===== src/rtl/sdram_pattern_writer.sv =====
// Fills an SDRAM region with a deterministic pattern over Avalon-MM,
// then holds a done flag for the read-back stage.
//
// Ports:
//   iCLK          system clock, rising edge
//   iRST          asynchronous active-high reset
//   iSTART        start pulse (level acts as repeated pulses)
//   iWAIT_REQUEST Avalon stall; current write not accepted while high
//   oWR_EN        Avalon write request
//   oWR_ADDR      {frame[5:0], row[9:0], col[8:0]}
//   oWR_DATA      pattern word derived from the current address
//   oBUSY         high while writing
//   oDONE         high once the whole region has been written
//   oWORD_CNT     words accepted since the last start
module sdram_pattern_writer #(
  parameter int          N_COLS    = 512,
  parameter int          N_ROWS    = 1024,
  parameter int          N_FRAMES  = 64,
  parameter logic [19:0] INIT_WAIT = 20'd1000000
) (
  input  logic        iCLK,
  input  logic        iRST,
  input  logic        iSTART,
  input  logic        iWAIT_REQUEST,
  output logic        oWR_EN,
  output logic [24:0] oWR_ADDR,
  output logic [15:0] oWR_DATA,
  output logic        oBUSY,
  output logic        oDONE,
  output logic [25:0] oWORD_CNT
);

  localparam logic [8:0] COL_LAST   = 9'(N_COLS - 1);
  localparam logic [9:0] ROW_LAST   = 10'(N_ROWS - 1);
  localparam logic [5:0] FRAME_LAST = 6'(N_FRAMES - 1);

  typedef enum logic [1:0] {
    S_IDLE  = 2'd0,
    S_WRITE = 2'd1,
    S_DONE  = 2'd2
  } state_t;

  state_t      r_state;
  state_t      w_next;

  logic [19:0] r_init;
  logic [8:0]  r_col;
  logic [9:0]  r_row;
  logic [5:0]  r_frame;
  logic [25:0] r_word_cnt;

  logic        w_ready;
  logic        w_accept;
  logic        w_col_last;
  logic        w_row_last;
  logic        w_frame_last;
  logic        w_last;
  logic        w_start;

  assign w_ready      = (r_init == INIT_WAIT);
  assign w_accept     = (r_state == S_WRITE) && !iWAIT_REQUEST;
  assign w_col_last   = (r_col == COL_LAST);
  assign w_row_last   = (r_row == ROW_LAST);
  assign w_frame_last = (r_frame == FRAME_LAST);
  assign w_last       = w_col_last && w_row_last && w_frame_last;

  // Entering WRITE from IDLE or DONE begins a fresh pass.
  assign w_start = (w_next == S_WRITE) && (r_state != S_WRITE);

  // Power-up settling counter; saturates at INIT_WAIT.
  always_ff @(posedge iCLK or posedge iRST) begin
    if (iRST) begin
      r_init <= 20'd0;
    end else if (!w_ready) begin
      r_init <= r_init + 20'd1;
    end
  end

  always_ff @(posedge iCLK or posedge iRST) begin
    if (iRST) begin
      r_state <= S_IDLE;
    end else begin
      r_state <= w_next;
    end
  end

  always_comb begin
    w_next = r_state;
    case (r_state)
      S_IDLE: begin
        if (iSTART && w_ready) begin
          w_next = S_WRITE;
        end
      end
      S_WRITE: begin
        if (w_accept && w_last) begin
          w_next = S_DONE;
        end
      end
      S_DONE: begin
        if (iSTART) begin
          w_next = S_WRITE;
        end
      end
      default: w_next = S_IDLE;
    endcase
  end

  always_comb begin
    oWR_EN = 1'b0;
    oBUSY  = 1'b0;
    oDONE  = 1'b0;
    case (r_state)
      S_WRITE: begin
        oWR_EN = 1'b1;
        oBUSY  = 1'b1;
      end
      S_DONE: begin
        oDONE = 1'b1;
      end
      default: begin
        oWR_EN = 1'b0;
      end
    endcase
  end

  // Address counters advance only on an accepted transfer, so
  // address and data stay frozen across stalls.
  always_ff @(posedge iCLK or posedge iRST) begin
    if (iRST) begin
      r_col   <= 9'd0;
      r_row   <= 10'd0;
      r_frame <= 6'd0;
    end else if (w_start) begin
      r_col   <= 9'd0;
      r_row   <= 10'd0;
      r_frame <= 6'd0;
    end else if (w_accept) begin
      if (w_last) begin
        r_col   <= 9'd0;
        r_row   <= 10'd0;
        r_frame <= 6'd0;
      end else if (w_col_last) begin
        r_col <= 9'd0;
        if (w_row_last) begin
          r_row   <= 10'd0;
          r_frame <= r_frame + 6'd1;
        end else begin
          r_row <= r_row + 10'd1;
        end
      end else begin
        r_col <= r_col + 9'd1;
      end
    end
  end

  always_ff @(posedge iCLK or posedge iRST) begin
    if (iRST) begin
      r_word_cnt <= 26'd0;
    end else if (w_start) begin
      r_word_cnt <= 26'd0;
    end else if (w_accept) begin
      r_word_cnt <= r_word_cnt + 26'd1;
    end
  end

  assign oWR_ADDR      = {r_frame, r_row, r_col};
  assign oWR_DATA[15:8] = r_row[7:0] + {2'b00, r_frame};
  assign oWR_DATA[7:0]  = r_col[7:0] ^ {2'b00, r_frame};
  assign oWORD_CNT     = r_word_cnt;

endmodule

===== config.mk =====
export PLATFORM = sky130hd
export DESIGN_NAME = sdram_pattern_writer
export DESIGN_NICKNAME = d
export VERILOG_FILES = /design/src/rtl/sdram_pattern_writer.sv
export SDC_FILE = /design/constraint.sdc
export NUM_CORES = 1
export LEC_CHECK = 0
export CORE_UTILIZATION = 53
export CTS_CLUSTER_SIZE = 16
export DETAILED_ROUTE_END_ITERATION = 16
export GPL_ROUTABILITY_DRIVEN = 0
export PLACE_DENSITY = 0.79
export SYNTH_ARGS = -nofsm -noshare
export SYNTH_HDL_FRONTEND = slang
export SYNTH_SLANG_ARGS = --single-unit

===== constraint.sdc =====
create_clock -name iCLK -period 3.28 [get_ports iCLK]
set_input_delay 0.492 -clock iCLK [delete_from_list [all_inputs] [get_ports iCLK]]
set_output_delay 0.492 -clock iCLK [all_outputs]
set_load 0.01 [all_outputs]

==> results of run 1 <==
==> cell families (layout without fill, tap and decap cells) <==
kind of cell               count (synthesis)  in the layout
AOI/OAI and AO/OA                         49             49
muxes                                      1              1
buffers and inverters                     28            105
and+or+nand+nor                          199            199
adders and majority gates                 14             14
xor gates and xnor gates                  58             58
DFF                                       73             73
==> final cells by class <==
type / instances / area (um^2) / share of cell area [%]
multi-input cells: 321 / 2019 / 40.16
clock inverters: 5 / 106.4 / 2.115
repair buffers: 77 / 773.2 / 15.38
inverters: 14 / 52.55 / 1.045
flip-flops and latches: 73 / 1829 / 36.38
well taps: 99 / 123.9 / 2.463
clock buffers: 9 / 123.9 / 2.463
==> worst max-delay path by stage <==
stage	start	endpoint	cells past startpoint
CTS	r_frame[0]$_DFFE_PP0P_	oWR_DATA[14]	9
detailed placement	r_frame[0]$_DFFE_PP0P_	oWR_DATA[14]	9
global route	r_frame[0]$_DFFE_PP0P_	oWR_DATA[14]	9
global placement	r_frame[0]$_DFFE_PP0P_	oWR_DATA[14]	9
finish	r_row[1]$_DFFE_PP0P_	oWR_DATA[15]	6
floorplan	r_col[0]$_DFFE_PP0P_	r_frame[3]$_DFFE_PP0P_	11
==> sequential cells by signal, summed over array words and instances (netlist names) <==
| signal | flops |
|---|---|
| r_col | 9 |
| r_frame | 6 |
| r_init | 20 |
| r_row | 10 |
| oWORD_CNT | 26 |
| r_state | 2 |
==> power breakdown <==
group          switching [mW]  leakage, nW  internal [mW]
combinational           0.154         1.13          0.187
clock                   0.324        0.111          0.498
sequential             0.0808        0.984          0.947
==> metrics by stage <==
| step | instances | hold WS [ns] | setup slack [ns] | util [%] | total power [mW] |
|---|---|---|---|---|---|
| after floorplan | 422 | 0.4376 | 0.5258 | - | 1.190 |
| after global placement | 584 | 0.4572 | 0.4367 | 66.12 | 1.375 |
| after detailed placement | 584 | 0.4673 | 0.4043 | 66.12 | 1.388 |
| after CTS | 598 | 0.4846 | 0.01999 | 69.29 | 2.215 |
| after global routing | 598 | 0.5088 | 0.004620 | 69.33 | 2.289 |
| final | 598 | 0.4805 | 0.1522 | 69.33 | 2.191 |
==> timing repair <==
item	in CTS	in global routing
endpoints found under the setup margin	0	3
resized for setup	0	5
hold endpoints to repair	0	0
==> metal layers <==
layer	GRT usage [%]	up-vias	routed length [um]
li1	-	1617	-
met2	38.74	74	4143
met5	0	-	0
met1	29.71	1587	3741
met3	3.918	15	383
met4	9.971	0	159
==> worst register-to-register path, cell delays in order, from the launching register on <==
cell       delay [ns]
dfrtp_1          0.46
ha_1             0.22
and3_1           0.20
and3_1           0.20
and3_1           0.17
ha_1             0.31
nand4bb_1        0.15
or4_1            0.57
or3_1            0.40
a21oi_1          0.14
==> placed cells by master (no fill, tap or decap), types with 4 or more instances in the layout <==
cell type,Yosys,routed
a21oi_1,20,20
and3_1,13,13
clkbuf_8,0,9
clkdlybuf4s50_1,0,73
dfrtp_1,73,71
ha_1,13,13
inv_1,14,13
nand2_1,30,30
nand3_1,28,28
nand4_1,18,18
nor2_1,66,66
nor3_1,9,9
o21ai_0,16,15
or4_1,4,4
xnor2_1,25,25
xor2_1,33,33
==> results.toml, run 1 <==
[placement]
place_area_mm2 = 0.004796
hpwl_um = 5945
port_buffers = 73

[grt]
grt_overflow_total = 0
gr-usage-all-layers_pct = 23.13
grt_pass1_wl_um = 13970
grt_pass1_vias = 3064
grt_max_degree = 74
antenna_found_initial = 0

[final_layout]
fin_area_mm2 = 0.005029
num_antenna_cells = 0
nNetsFinal = 514
drive_gt1_share_pct = 5.611
num-fill-cells = 556
area_growth_pct = 26.54

[die]
boundaryPins = 74
rows = 31
initial_core_util_pct = 54.79
die_width_um = 88.59
die_area_mm2 = 0.007848
die_h_um = 88.59
coreArea_mm2 = 0.007253

[routing]
num_vias = 3293
ant_nets = 0
drtIter0Drc = 118
dr.pass1.iters = 4
routedWlPerCell_um = 14.09
vias_per_cell = 5.507
drc = 0
wirelength_um = 8428

[clock_network]
cts-htree-levels = 3
cts_setup_buffers = 0
cts_inserted_buffers = 9
clk-insertion-delay-late_ns = 0.34
cts-root-buf = "clkbuf_8"
cts_num_sinks = 73
hold_buffers = 0
clkTransAtPathRegs_ns = 0.08
clockBufferDepth = 2
cts_tree = "done"

[worst_hold_path]
holdPathStages = 1
min_path_type = "flop to flop"
min_to = "r_init[19]$_DFFE_PP0P_"
hp-start = "r_init[19]$_DFFE_PP0P_"

[power_and_ir_drop]
vdd_ir_drop_max_uv = 343.1
p_leak_nw = 2.227
power_density_mw_per_mm2 = 435.8

[timing]
setup_viol = 0
finalSetupTns_ns = 0
finalCriticalPeriod_ns = 3.128
final-hold-violation-count = 0
fmax_mhz = 319.7
drv_slew = 0
finalClockSkew_ns = 0.01339
rsz0062_at_grt = "false"
worst-slew-pin-transition_ns = 0.8152
min_period_over_period_pct = 95.36
slew_headroom_pct = 45.15

[critical_path]
path_buf_inv = 1
r2r_cells = 9
crit_path_end_kind = "primary output"
slowest_stage = "clkdlybuf4s50_1"
cp.arrival_ns = 2.64
rr_endpoint = "r_frame[3]$_DFFE_PP0P_"
cpPeakStageDelay_ns = 0.59
cp_max_fo = 7
reg2reg_setup_slack_ns = 0.40
start_kind = "flop"
regToRegStartpoint = "r_col[1]$_DFFE_PP0P_"
worstPathRequired_ns = 2.79
worstSetupPathType = "flop to primary output"
critical_path.cell_chain = "ha_1 -> a21o_1 -> a21oi_1 -> o21ai_0 -> o311ai_1 -> clkdlybuf4s50_1"
crit_family = "compound AO/OA/AOI/OAI gates"

[logic_synthesis]
syn_avg_cell_area_um2 = 9.417
ys_seq_area_share_pct = 45.97
synth_top_family_by_area = "simple AND/OR/NAND/NOR gates"
syn_area_mm2 = 0.003974
synth-seq-cells = 73
synthCells = 422
synthTopCellsByArea = "dfrtp_1 46%, xor2_1 7.3%, nor2_1 6.2%"
synth_cell_types = 49
synthTopCellsByCount = "73 x dfrtp_1, 66 x nor2_1, 33 x xor2_1"
yosysTopAreaCell = "dfrtp_1"
yosysMostFrequentCell = "dfrtp_1"
synth-compound-area-share_pct = 7.116
synth.top_cell.area_share_pct = 45.97
synthSimpleGateAreaFrac_pct = 26.04
async_flop_share_pct = 100.0
yosys_warnings = 0
synth_xor_area_share_pct = 12.78
syn_nets = 440
synth-edff-count = 0
synthFlopType = "dfrtp_1"
synthMuxAreaShare_pct = 0.2834
synth_fa_ha_area_share_pct = 4.597

[run]
maxCapViolations = 0

[outcome]
status = "completed"
No activity file was read; power rests on OpenSTA's default activity.
==> run 2, diff against run 1 <==
--- a/config.mk
+++ b/config.mk
@@ -5,11 +5,11 @@
 export SDC_FILE = /design/constraint.sdc
 export NUM_CORES = 1
 export LEC_CHECK = 0
-export CORE_UTILIZATION = 53
+export CORE_UTILIZATION = 28
 export CTS_CLUSTER_SIZE = 16
 export DETAILED_ROUTE_END_ITERATION = 16
 export GPL_ROUTABILITY_DRIVEN = 0
-export PLACE_DENSITY = 0.79
+export PLACE_DENSITY = 0.46
 export SYNTH_ARGS = -nofsm -noshare
 export SYNTH_HDL_FRONTEND = slang
 export SYNTH_SLANG_ARGS = --single-unit
==> results.toml, run 2 (synthesis gave the netlist of run 1 again) <==
[die]
die_h_um = 121.1
coreArea_mm2 = 0.01388
die_area_mm2 = 0.01467
rows = 43
die_width_um = 121.1
initial_core_util_pct = 28.63
boundaryPins = 74

[timing]
setup_viol = 0
finalCriticalPeriod_ns = 3.121
fin_ws_ns = 0.1587
worst-slew-pin-transition_ns = 0.8795
min_period_over_period_pct = 95.16
fmax_mhz = 320.4
slew_headroom_pct = 40.83
finalClockSkew_ns = 0.008551
finalSetupTns_ns = 0
final-hold-violation-count = 0
rsz0062_at_grt = "false"
drv_slew = 0

[grt]
antenna_found_initial = 0
grt_max_degree = 53
grt_pass1_wl_um = 15670
grt_overflow_total = 0
grt_pass1_vias = 3123
gr-usage-all-layers_pct = 13.80

[clock_network]
cts_num_sinks = 73
cts-root-buf = "clkbuf_16"
cts_inserted_buffers = 9
clockBufferDepth = 2
cts-htree-levels = 3
clk-insertion-delay-late_ns = 0.34
cts_tree = "done"
clkTransAtPathRegs_ns = 0.05

[final_layout]
final_cell_mix = "73 x clkdlybuf4s50_1, 71 x dfrtp_1, 66 x nor2_1"
seq_area_mm2 = 0.001829
nNetsFinal = 516
largest_reg_flops = 26
fin_cells = 683
final_common_cell = "clkdlybuf4s50_1"
area_growth_pct = 31.08
num-fill-cells = 1396
num_antenna_cells = 0
drive_gt1_share_pct = 6.163
multi_input_area_mm2 = 0.002019

[outcome]
violations = "design-rule violations"
status = "finished with violations"

[critical_path]
worstPathRequired_ns = 2.79
slowest_stage = "clkdlybuf4s50_1"
cp_max_fo = 7
rr_endpoint = "r_frame[3]$_DFFE_PP0P_"
regToRegStartpoint = "r_col[0]$_DFFE_PP0P_"
critical_path.cell_chain = "ha_1 -> a21o_1 -> a21oi_1 -> o21ai_0 -> o311ai_1 -> clkdlybuf4s50_1"
worstSetupPathType = "flop to primary output"
cp-endpoint = "oWR_DATA[15]"
reg2reg_setup_slack_ns = 0.38
crit_family = "compound AO/OA/AOI/OAI gates"
cp.arrival_ns = 2.63
crit_path_end_kind = "primary output"
path_buf_inv = 1
worstSetupStartpoint = "r_row[1]$_DFFE_PP0P_"
cpPeakStageDelay_ns = 0.58
start_kind = "flop"
r2r_cells = 9
crit_cells = 6

[routing]
routedWlPerCell_um = 13.65
drc = 2
drtIter0Drc = 150
dr.pass1.iters = 10
vias_per_cell = 4.735
wirelength_um = 9322
num_vias = 3234
ant_nets = 0

[power_and_ir_drop]
vdd_ir_drop_max_uv = 165.6
power_density_mw_per_mm2 = 445.3
p_leak_nw = 2.274

[placement]
port_buffers = 73
hpwl_um = 6503
dp_cells = 667
place_ws_ns = 0.3715

[worst_hold_path]
min_path_type = "flop to flop"

[run]
maxCapViolations = 0
## run 2: changes by cell type in the layout (fill, tap and decap cells not counted)
cell	before	now
clkbuf_16	0	9
clkbuf_8	9	4
bufinv_16	3	0
buf_4	3	5
clkinv_2	0	2
clkbuf_1	0	1
clkinv_4	1	0
clkinvlp_4	1	0
## run 2: report_power, final
group	internal, mW	switching [mW]	total, mW
Sequential	0.949	0.0802	1.03
Combinational	0.186	0.148	0.334
Clock	0.592	0.363	0.956
Total	1.73	0.591	2.32
## run 2: worst reg2reg max path, cell delays in order (launching register included)
cell	delay, ns
dfrtp_1	0.45
ha_1	0.22
and3_1	0.19
and3_1	0.20
and3_1	0.17
ha_1	0.32
nand4bb_1	0.17
or4_1	0.55
or3_1	0.39
a21oi_1	0.16
## run 2: what timing repair did
item	4_1_cts	5_1_grt
gates resized for setup	0	5
hold buffers	0	0
buffers inserted	0	0
setup endpoints to repair	0	2
## run 2: worst min-delay path by stage
stage	start	endpoint	slack (ns)	cells past startpoint
floorplan	r_init[19]$_DFFE_PP0P_	r_init[19]$_DFFE_PP0P_	0.44	1
global placement	r_init[18]$_DFFE_PP0P_	r_init[18]$_DFFE_PP0P_	0.46	1
detailed placement	r_init[19]$_DFFE_PP0P_	r_init[19]$_DFFE_PP0P_	0.46	1
CTS	r_init[18]$_DFFE_PP0P_	r_init[18]$_DFFE_PP0P_	0.48	1
global route	r_init[6]$_DFFE_PP0P_	r_init[6]$_DFFE_PP0P_	0.49	1
finish	r_init[18]$_DFFE_PP0P_	r_init[18]$_DFFE_PP0P_	0.47	1
## run 2: final cells by class
type                       instances  share of cell area, %
clock buffer                      14                  5.453
tap                              180                  4.324
inverter                          14                  1.009
sequential                        73                  35.12
timing repair buffer              79                  15.13
clock inverter                     2                 0.1922
multi-input combinational        321                  38.77
## run 2: metrics by stage
step	hold slack (ns)	util [%]	cell area [um^2]	power [mW]
final	0.4693	37.52	5209	2.319
after global routing	0.4945	37.52	5209	2.439
after CTS	0.4752	37.51	5206	2.362
after detailed placement	0.4627	35.39	4912	1.387
after global placement	0.4646	35.39	4912	1.386
after floorplan	0.4376	-	3974	1.190
## run 2: per-layer routing
metal | track usage (%) | part of all wire (%)
met5 | 0 | 0
met2 | 21.39 | 46
met4 | 4.167 | 1.1
met1 | 18.19 | 48
met3 | 4.511 | 5.0
==> run 3, diff against run 2 <==
--- a/config.mk
+++ b/config.mk
@@ -10,6 +10,7 @@
 export DETAILED_ROUTE_END_ITERATION = 16
 export GPL_ROUTABILITY_DRIVEN = 0
 export PLACE_DENSITY = 0.46
+export SLEW_MARGIN = 20
 export SYNTH_ARGS = -nofsm -noshare
 export SYNTH_HDL_FRONTEND = slang
 export SYNTH_SLANG_ARGS = --single-unit
==> results of run 3 <==
Final layout, timing and power as in run 2 (identical DEF).
